$ cat config.mk
export PLATFORM = sky130hd
export DESIGN_NAME = counter_scheduler
export DESIGN_NICKNAME = d
export VERILOG_FILES = /design/src/rtl/counter_scheduler_pkg.sv /design/src/rtl/counter_scheduler_rr_arbiter.sv /design/src/rtl/counter_scheduler.sv
export SDC_FILE = /design/constraint.sdc
export NUM_CORES = 1
export LEC_CHECK = 0
export CAP_MARGIN = 25
export CORE_MARGIN = 2
export CORE_UTILIZATION = 40
export DETAILED_ROUTE_END_ITERATION = 6
export PLACE_DENSITY = 0.75
export RECOVER_POWER = 50
export SYNTH_ARGS = -nofsm -noshare
export SYNTH_HDL_FRONTEND = slang
export SYNTH_SLANG_ARGS = --single-unit
$ cat constraint.sdc
create_clock -name clk -period 2.85 [get_ports clk]
set_clock_uncertainty 0.15 [all_clocks]
set_input_delay 0.57 -clock clk [delete_from_list [all_inputs] [get_ports clk]]
set_output_delay 0.57 -clock clk [all_outputs]
set_load 0.01 [all_outputs]
$ cat src/rtl/counter_scheduler_pkg.sv
// counter_scheduler_pkg: FSM state encodings and a one-hot helper for the shared timer.
// No ports. It provides S_IDLE/S_COUNT/S_DONE, MAX_REQ and onehot(idx).
package counter_scheduler_pkg;

    localparam int MAX_REQ = 8;

    localparam logic [1:0] S_IDLE  = 2'd0;
    localparam logic [1:0] S_COUNT = 2'd1;
    localparam logic [1:0] S_DONE  = 2'd2;

    function automatic logic [MAX_REQ-1:0] onehot(input logic [2:0] idx);
        return MAX_REQ'(1) << idx;
    endfunction

endpackage

$ cat src/rtl/counter_scheduler_rr_arbiter.sv
// counter_scheduler_rr_arbiter: combinational round-robin pick, searching upward from ptr with wrap.
// Ports: req (requests), ptr (highest-priority index), enable (0 forces no grant),
//        grant_next (one-hot winner, 0 if none), index (binary winner).
module counter_scheduler_rr_arbiter
    import counter_scheduler_pkg::*;
#(
    parameter int N_REQ = 4,
    parameter int PW    = $clog2(N_REQ)
) (
    input  logic [N_REQ-1:0] req,
    input  logic [PW-1:0]    ptr,
    input  logic             enable,
    output logic [N_REQ-1:0] grant_next,
    output logic [PW-1:0]    index
);

    logic found;

    always_comb begin
        found = 1'b0;
        index = '0;
        for (int k = 0; k < N_REQ; k++) begin
            if (enable && !found && req[(int'(ptr) + k) % N_REQ]) begin
                found = 1'b1;
                index = PW'((int'(ptr) + k) % N_REQ);
            end
        end
    end

    assign grant_next = found ? N_REQ'(onehot(3'(index))) : '0;

endmodule

$ cat src/rtl/counter_scheduler.sv
// counter_scheduler: one shared down-counter timer, granted round-robin, with a done pulse to the owner.
// Ports: clk, reset (sync, active-high), req (held until done, else abort),
//        duration (WIDTH bits per requester, sampled at grant), grant (one-hot owner),
//        done (one-cycle completion pulse), busy (any grant active), count_out (remaining count).
module counter_scheduler
    import counter_scheduler_pkg::*;
#(
    parameter int N_REQ = 4,
    parameter int WIDTH = 16
) (
    input  logic                   clk,
    input  logic                   reset,
    input  logic [N_REQ-1:0]       req,
    input  logic [N_REQ*WIDTH-1:0] duration,
    output logic [N_REQ-1:0]       grant,
    output logic [N_REQ-1:0]       done,
    output logic                   busy,
    output logic [WIDTH-1:0]       count_out
);

    localparam int PW = $clog2(N_REQ);

    logic [1:0]       state;
    logic [WIDTH-1:0] cnt;
    logic [PW-1:0]    own;
    logic [PW-1:0]    ptr;
    logic [PW-1:0]    idx;
    logic [PW-1:0]    nxt;
    logic [N_REQ-1:0] win;
    logic [WIDTH-1:0] dur_w;

    counter_scheduler_rr_arbiter #(.N_REQ(N_REQ), .PW(PW)) u_arb (
        .req        (req),
        .ptr        (ptr),
        .enable     (state == S_IDLE),
        .grant_next (win),
        .index      (idx)
    );

    assign dur_w = duration[int'(idx)*WIDTH +: WIDTH];
    assign nxt   = (own == PW'(N_REQ-1)) ? '0 : own + 1'b1;

    always_ff @(posedge clk) begin
        if (reset) begin
            state <= S_IDLE;
            cnt   <= '0;
            own   <= '0;
            ptr   <= '0;
        end else if (state == S_IDLE) begin
            if (|win) begin
                own   <= idx;
                cnt   <= dur_w;
                state <= (dur_w != '0) ? S_COUNT : S_DONE;
            end
        end else if (!req[own] || state != S_COUNT) begin
            // Abort and normal completion both release the timer and rotate priority
            state <= S_IDLE;
            cnt   <= '0;
            ptr   <= nxt;
        end else begin
            cnt <= cnt - 1'b1;
            if (cnt == WIDTH'(1)) state <= S_DONE;
        end
    end

    assign busy      = state != S_IDLE;
    assign grant     = busy ? N_REQ'(onehot(3'(own))) : '0;
    assign done      = (state == S_DONE) ? N_REQ'(onehot(3'(own))) : '0;
    assign count_out = cnt;

endmodule

# ---- After elaboration in Yosys (flattened, before gate mapping)
# Index checks and enable logic that the tools add are counted.
dict set report classes {
  add_sub_neg 5
  mul 0
  div 0
  order_cmp 5
  eq_ne 5
  shifts 3
  n_mux 33
  bitwise_logic 4
  n_reduce_logical 23
}
# op n
set ops {}
lappend ops {{64-bit by 7-bit indexed part select with 16-bit output} 1}
lappend ops {{16-bit 2-to-1 mux} 3}
lappend ops {{2-bit 2-to-1 mux} 10}
lappend ops {{16-bit by 1-bit == test with 1-bit output (second input constant)} 1}
lappend ops {{16-bit nonzero test} 1}
lappend ops {{16-bit by 1-bit subtractor with 16-bit output (second input constant)} 1}
lappend ops {{3-bit by 4-bit < comparator with 1-bit output (second input constant)} 3}
lappend ops {{1-bit 2-to-1 mux} 12}
lappend ops {{4-bit 2-to-1 mux} 3}
lappend ops {{1-bit binary-select mux with 2-bit select} 5}
lappend ops {{1-bit by 2-bit << shifter with 4-bit output (first input constant)} 2}
lappend ops {{1-bit logical AND} 7}
lappend ops {{2-bit by 3-bit < comparator with 1-bit output (second input constant)} 2}
lappend ops {{2-bit AND reduction} 3}
lappend ops {{2-bit OR reduction} 3}
lappend ops {{2-bit by 1-bit adder with 2-bit output (second input constant)} 2}
lappend ops {{2-bit adder (second input constant)} 2}
lappend ops {{2-bit == test (second input constant)} 2}
lappend ops {{1-bit zero test} 4}
lappend ops {{4-bit OR reduction} 1}
lappend ops {{1-bit AND (first input constant)} 3}
lappend ops {{3-bit nonzero test} 1}
lappend ops {{2-bit zero test} 1}
lappend ops {{2-bit by 1-bit inequality test with 1-bit output (second input constant)} 1}
lappend ops {{4 further kinds} 4}
dict set report totals {
  regBits 22
  latch_bits 0
  ram_bits 0
  rom_bits 0
  inputBits 70
  output_inout_bits 25
  wordCells 82
  n_memories 0
}

# ---- Logic depth before layout (Yosys ltp)
dict set report depth {
  depth_word 21
  mapped_depth 11
  depth_no_buf 10
}

# ---- Hierarchy
# Synthesis repeated with hierarchy kept, for this count alone.
dict set report hier_totals {
  cells_unflattened 259
  area_unflattened_um2 2259.7
}
# mod n_inst cells_each area_per_inst_um2 seq_area_each_um2
set by_module_without_submodules {}
lappend by_module_without_submodules {counter_scheduler 1 212 1924.3 440.4}
lappend by_module_without_submodules {counter_scheduler_rr_arbiter 1 47 335.3 0.0}

# ---- Worst setup path after synthesis
# Ideal clock, no wire load.
dict set report synth_path {
  path_type {input -> register}
  start {input port req[2]}
  end {register state[1]}
  setup_time_ns 0.103
  arrival_ns 2.795
  required_ns 2.597
  path_slack_ns -0.199
  stages 9
  path_buffers 0
  path_cell_list {mux2_2 a211oi_1 o21ba_4 and3_1 a2111oi_0 o22ai_1 nor4_2 a41oi_1 a2111oi_2}
}
dict set report synth_via {
  elab_chain_cells 21
  elab_cells_between_ends 45
  classes_between {eq/ne: 1; shift: 2; mux: 26; reduce/logical: 16}
}
# item line
set synth_rtl {}
lappend synth_rtl {{from (decl)} counter_scheduler.sv:13} ;# input logic [N_REQ-1:0] req,
lappend synth_rtl {{1-bit binary-select mux with 2-bit select} counter_scheduler_rr_arbiter.sv:23} ;# if (enable && !found && req[(int'(ptr) + k) % N_REQ]) begin
lappend synth_rtl {{1-bit 2-to-1 mux (not written as such)} counter_scheduler_rr_arbiter.sv:23}
lappend synth_rtl {{1-bit logical AND} counter_scheduler_rr_arbiter.sv:23}
lappend synth_rtl {{1-bit 2-to-1 mux} counter_scheduler_rr_arbiter.sv:23}
lappend synth_rtl {{1-bit zero test} counter_scheduler_rr_arbiter.sv:23}
lappend synth_rtl {{1-bit logical AND (2 in a row)} counter_scheduler_rr_arbiter.sv:23}
lappend synth_rtl {{1-bit 2-to-1 mux} counter_scheduler_rr_arbiter.sv:23}
lappend synth_rtl {{1-bit zero test} counter_scheduler_rr_arbiter.sv:23}
lappend synth_rtl {{[3 not listed]} -}
lappend synth_rtl {{1-bit zero test} counter_scheduler_rr_arbiter.sv:23}
lappend synth_rtl {{1-bit logical AND (2 in a row)} counter_scheduler_rr_arbiter.sv:23}
lappend synth_rtl {{2-bit 2-to-1 mux} counter_scheduler_rr_arbiter.sv:23}
lappend synth_rtl {{64-bit by 7-bit indexed part select with 16-bit output / 1-bit by 2-bit << shifter with 4-bit output (equally long branches)} {counter_scheduler.sv:40, counter_scheduler_pkg.sv:12}}
lappend synth_rtl {{16-bit nonzero test / 4-bit 2-to-1 mux (equally long branches)} {counter_scheduler.sv:53, counter_scheduler_rr_arbiter.sv:30}}
lappend synth_rtl {{2-bit 2-to-1 mux / 4-bit OR reduction (equally long branches)} {counter_scheduler.sv:53, counter_scheduler.sv:50}}
lappend synth_rtl {{2-bit 2-to-1 mux / 2-bit inequality test (equally long branches)} -}
lappend synth_rtl {{2-bit 2-to-1 mux / 2-bit AND reduction (equally long branches)} -}
lappend synth_rtl {{to (signal assigned)} counter_scheduler.sv:53} ;# state <= (dur_w != '0) ? S_COUNT : S_DONE;
lappend synth_rtl {{to (decl)} counter_scheduler.sv:23} ;# logic [1:0] state;
# Several ways; a longest one is shown, not always the timed one. The select of a mux whose other input is x is not followed.
# A chain may end at the register's enable or synchronous reset.

# ---- Worst setup path after layout
dict set report layout_path {
  start {register ptr[1]}
  end {register state[1]}
}
dict set report layout_via {
  elab_chain_cells 21
  elab_cells_between_ends 42
  classes_between {add/sub: 3; eq/ne: 1; shift: 2; mux: 23; reduce/logical: 13}
}
# item line
set layout_rtl {}
lappend layout_rtl {{from (decl)} counter_scheduler.sv:26} ;# logic [PW-1:0] ptr;
lappend layout_rtl {{from (signal assigned)} counter_scheduler.sv:59} ;# ptr <= nxt;
lappend layout_rtl {{branches (longest 21 deep; another with 2-bit by 1-bit adder with 2-bit output)} -}
# Several ways; the timed one is not identified. The select of a mux whose other input is x is not followed.

==> flow_metrics.env <==
export IMPL_tns_ns=-0.460
export IMPL_p_comb_share_pct=81.7
export IMPL_synthDistinctLibCells=60
export IMPL_antenna_found_initial=0
export IMPL_p_clk_share_pct=6.1
export IMPL_drive_gt1_share_pct=27.8
export IMPL_rows=29
export IMPL_cts_hold_buffers=0
export IMPL_p_leak_nw=1.79
export IMPL_clk_path_buf_depth=2
export IMPL_post_route_min_period_ns=3.08
export IMPL_switching_share_pct=49.0
export IMPL_layout_nets=598
export IMPL_setup_violations=4
export IMPL_fillCellCount=483
export IMPL_crit_path_top_delay_cell="or3_4"
export IMPL_start_util_pct=41.4
export IMPL_status="finished, violations left"
export IMPL_die_width_um=85.1
export IMPL_synth_area_per_cell_sq_um=6.89
export IMPL_end_kind="register"
export IMPL_power_frac_seq_pct=12.2
export IMPL_drc_errors=0
export IMPL_fmax_mhz=325
export IMPL_fin_ws_ns=-0.227
export IMPL_crit_path_max_incr_delay_ns=0.42
export IMPL_die_area_sq_um=7240
export IMPL_cts_sinks=22
export IMPL_clk_latency_ns=0.27
export IMPL_synth_edf_count=0
export IMPL_grt_use_total_pct=29.0
export IMPL_yosysSeqAreaShare_pct=16.7
export IMPL_io_buffers=94
export IMPL_yosysWarnings=0
export IMPL_min_path_type="reg -> reg"
export IMPL_synth_area_sq_um=2630
export IMPL_synth_nets=458
export IMPL_power_switching_w=0.00241
export IMPL_cts_buffers=3
export IMPL_stdcell_count=598
export IMPL_coreArea_sq_um=6350
export IMPL_gp_congestion=0.844
export IMPL_path_buf_inv=1
export IMPL_hpwl_mm=7.48
export IMPL_cts_tree="yes"
export IMPL_synthFlopType="dfxtp_1"
export IMPL_grt_start_max_net_pins=27
export IMPL_grt_pass1_wl_mm=17.3
export IMPL_crit_path_max_fanout=8
export IMPL_num_antenna_cells=0
export IMPL_ios=95
export IMPL_violations="negative setup slack"
export IMPL_vias_per_cell=6.36
export IMPL_wirelength_mm=11.4
export IMPL_netlist_instances=382
export IMPL_rsz0062_at_grt="yes"
export IMPL_vias=3805
export IMPL_async_flop_share_pct=0
export IMPL_drv_slew=0
export IMPL_clk_pin_slew_worst_paths_ns=0.09
export IMPL_maxSlewHeadroom_pct=62.9
export IMPL_die_y_um=85.1
export IMPL_worst_slew_pin_slew_ns=0.557
export IMPL_h_tree_depth=1
export IMPL_synth_seq_cells=22
export IMPL_syn_to_final_growth_pct=73.8
export IMPL_wl_per_cell_um=19.1
export IMPL_dp_cells=573
export IMPL_crit_type="reg -> reg"
export IMPL_max_cap_viol_count=0
export IMPL_cp_top_family="compound AO/OA/AOI/OAI gates"
export IMPL_grt_pass1_vias=3587
export IMPL_root_buffer="clkbuf_8"
export IMPL_arrival_ns=3.10
export IMPL_route_antenna_remaining_nets=0
export IMPL_overflow=0
export IMPL_dr_pass1_iters=5
export IMPL_final_hold_violation_count=0
export IMPL_ir_worst_vdd_uv=735
export IMPL_start_kind="register"
export IMPL_crit_chain="mux2_4, or3_4, o21ba_4, and3_4, a2111oi_4, o22ai_2, nor4_2, buf_4, a41oi_2, a2111oi_2"
export IMPL_power_density_nw_per_um2=1080
export IMPL_fin_crit_sh_pct=108
export IMPL_p_int_w=0.00251
export IMPL_drt_iter0_drc=251
export IMPL_crit_required_ns=2.88
## cell usage in the layout, fill, tap and decap left out, drive strengths merged, types with 11 or more instances in the layout
cell           synthesis  routed
a211oi                21      21
and3                  11      11
nand3                 29      30
nand2                 38      38
a21o                  16      16
dlygate4sd3            0      12
clkdlybuf4s50          0      78
nor2                  28      29
o21ai                 40      40
dfxtp                 22      22
a21oi                 22      22
nor3                  17      17
buf                    9      69
## layout make-up
type	instances	area (sq um)	area share [%]
Clock buffer	3	41.3	0.903
Clock inverter	1	30.0	0.657
Inverter	9	33.8	0.739
Multi-Input combinational cell	326	2430	53.2
Sequential cell	22	445	9.74
Tap cell	77	96.3	2.11
Timing Repair Buffer	160	1490	32.7
## power by group through the flow
stage	logic (W)	clock network [W]	registers, W
after floorplan	0.00199	0	0.000578
after global placement	0.00313	0	0.000582
after detailed placement	0.00319	0	0.000584
after CTS	0.00351	0.000300	0.000582
after global routing	0.00429	0.000310	0.000615
final	0.00402	0.000302	0.000599
## sequential cells by signal, summed over array words and instances, names as in the netlist
| register | flops |
|---|---|
| count_out | 16 |
| state | 2 |
| own | 2 |
| ptr | 2 |
## worst register-to-register path, stage by stage (launching register included)
cell	delay (ns)
dfxtp_4	0.39
mux2_4	0.32
or3_4	0.42
o21ba_4	0.29
and3_4	0.19
a2111oi_4	0.32
o22ai_2	0.13
nor4_2	0.30
buf_4	0.17
a41oi_2	0.09
a2111oi_2	0.22
## metal layers
metal	part of all wire, %	vias up	GRT usage (%)
met2	49	230	49.0
met5	0	-	0
met3	7.7	45	4.77
met1	39	1810	37.0
met4	3.7	0	11.3
li1	-	1720	-
## worst paths after layout
path                                                 from                        end  slack (ns)  cells past startpoint
worst max register to register        ptr[1]$_SDFFE_PP0P_      state[1]$_SDFFE_PP0P_       -0.23                     10
worst min-delay path            count_out[9]$_SDFFE_PP0P_  count_out[9]$_SDFFE_PP0P_        0.39                      2
worst min register to register  count_out[9]$_SDFFE_PP0P_  count_out[9]$_SDFFE_PP0P_        0.39                      2
worst max-delay path                  ptr[1]$_SDFFE_PP0P_      state[1]$_SDFFE_PP0P_       -0.23                     10
## kinds of logic (layout without fill, tap and decap cells)
| family | Yosys count | count (layout) | share of synthesized area, % |
|---|---|---|---|
| simple gates | 157 | 159 | 30.7 |
| flops | 22 | 22 | 16.7 |
| xor+xnor | 10 | 10 | 3.33 |
| compound gates | 143 | 144 | 37.5 |
| mux | 7 | 7 | 2.76 |
| fa+ha+maj | 6 | 6 | 2.85 |
| buf+inv | 37 | 173 | 6.13 |
## timing repair
item / CTS / global route
endpoints found under the setup margin: 18 / 18
resized for setup: 33 / 44
gates cloned: 4 / 0
pin swaps: 17 / 15
buffers inserted: 6 / 12
## stage by stage
stage	hold WS [ns]	worst slack [ns]	cell area, sq um	power [W]	util [%]
floorplan	0.383	-0.0844	2730	0.00257	-
global placement	0.371	-0.731	4020	0.00372	63.3
detailed placement	0.372	-0.800	4020	0.00378	63.3
CTS	0.388	-0.239	4280	0.00439	67.4
global route	0.431	-0.348	4570	0.00521	72.0
finish	0.390	-0.227	4570	0.00492	72.0
## synth_stat cells, types with 3 or more instances
library cell	n	area share [%]
nand2_1	38	5.4
o21ai_0	37	7.0
nand3_1	28	5.3
nor2_1	26	3.7
a21oi_1	22	4.2
dfxtp_1	22	17
a211oi_1	21	6.0
clkbuf_1	19	2.7
nor3_1	17	3.2
a21o_1	16	4.6
and3_1	11	2.6
a22oi_1	9	2.6
and2_1	8	1.9
inv_1	8	1.1
buf_2	6	1.1
ha_1	6	2.9
nor3b_1	6	1.7
xor2_1	6	2.0
mux2i_1	5	1.9
o22ai_1	5	1.2
a2111oi_0	4	1.3
nor4_1	4	0.95
or3_1	4	0.95
xnor2_1	4	1.3
a2111oi_1	3	1.1
o21ai_1	3	0.57
No activity file was read; power rests on OpenSTA's default activity.
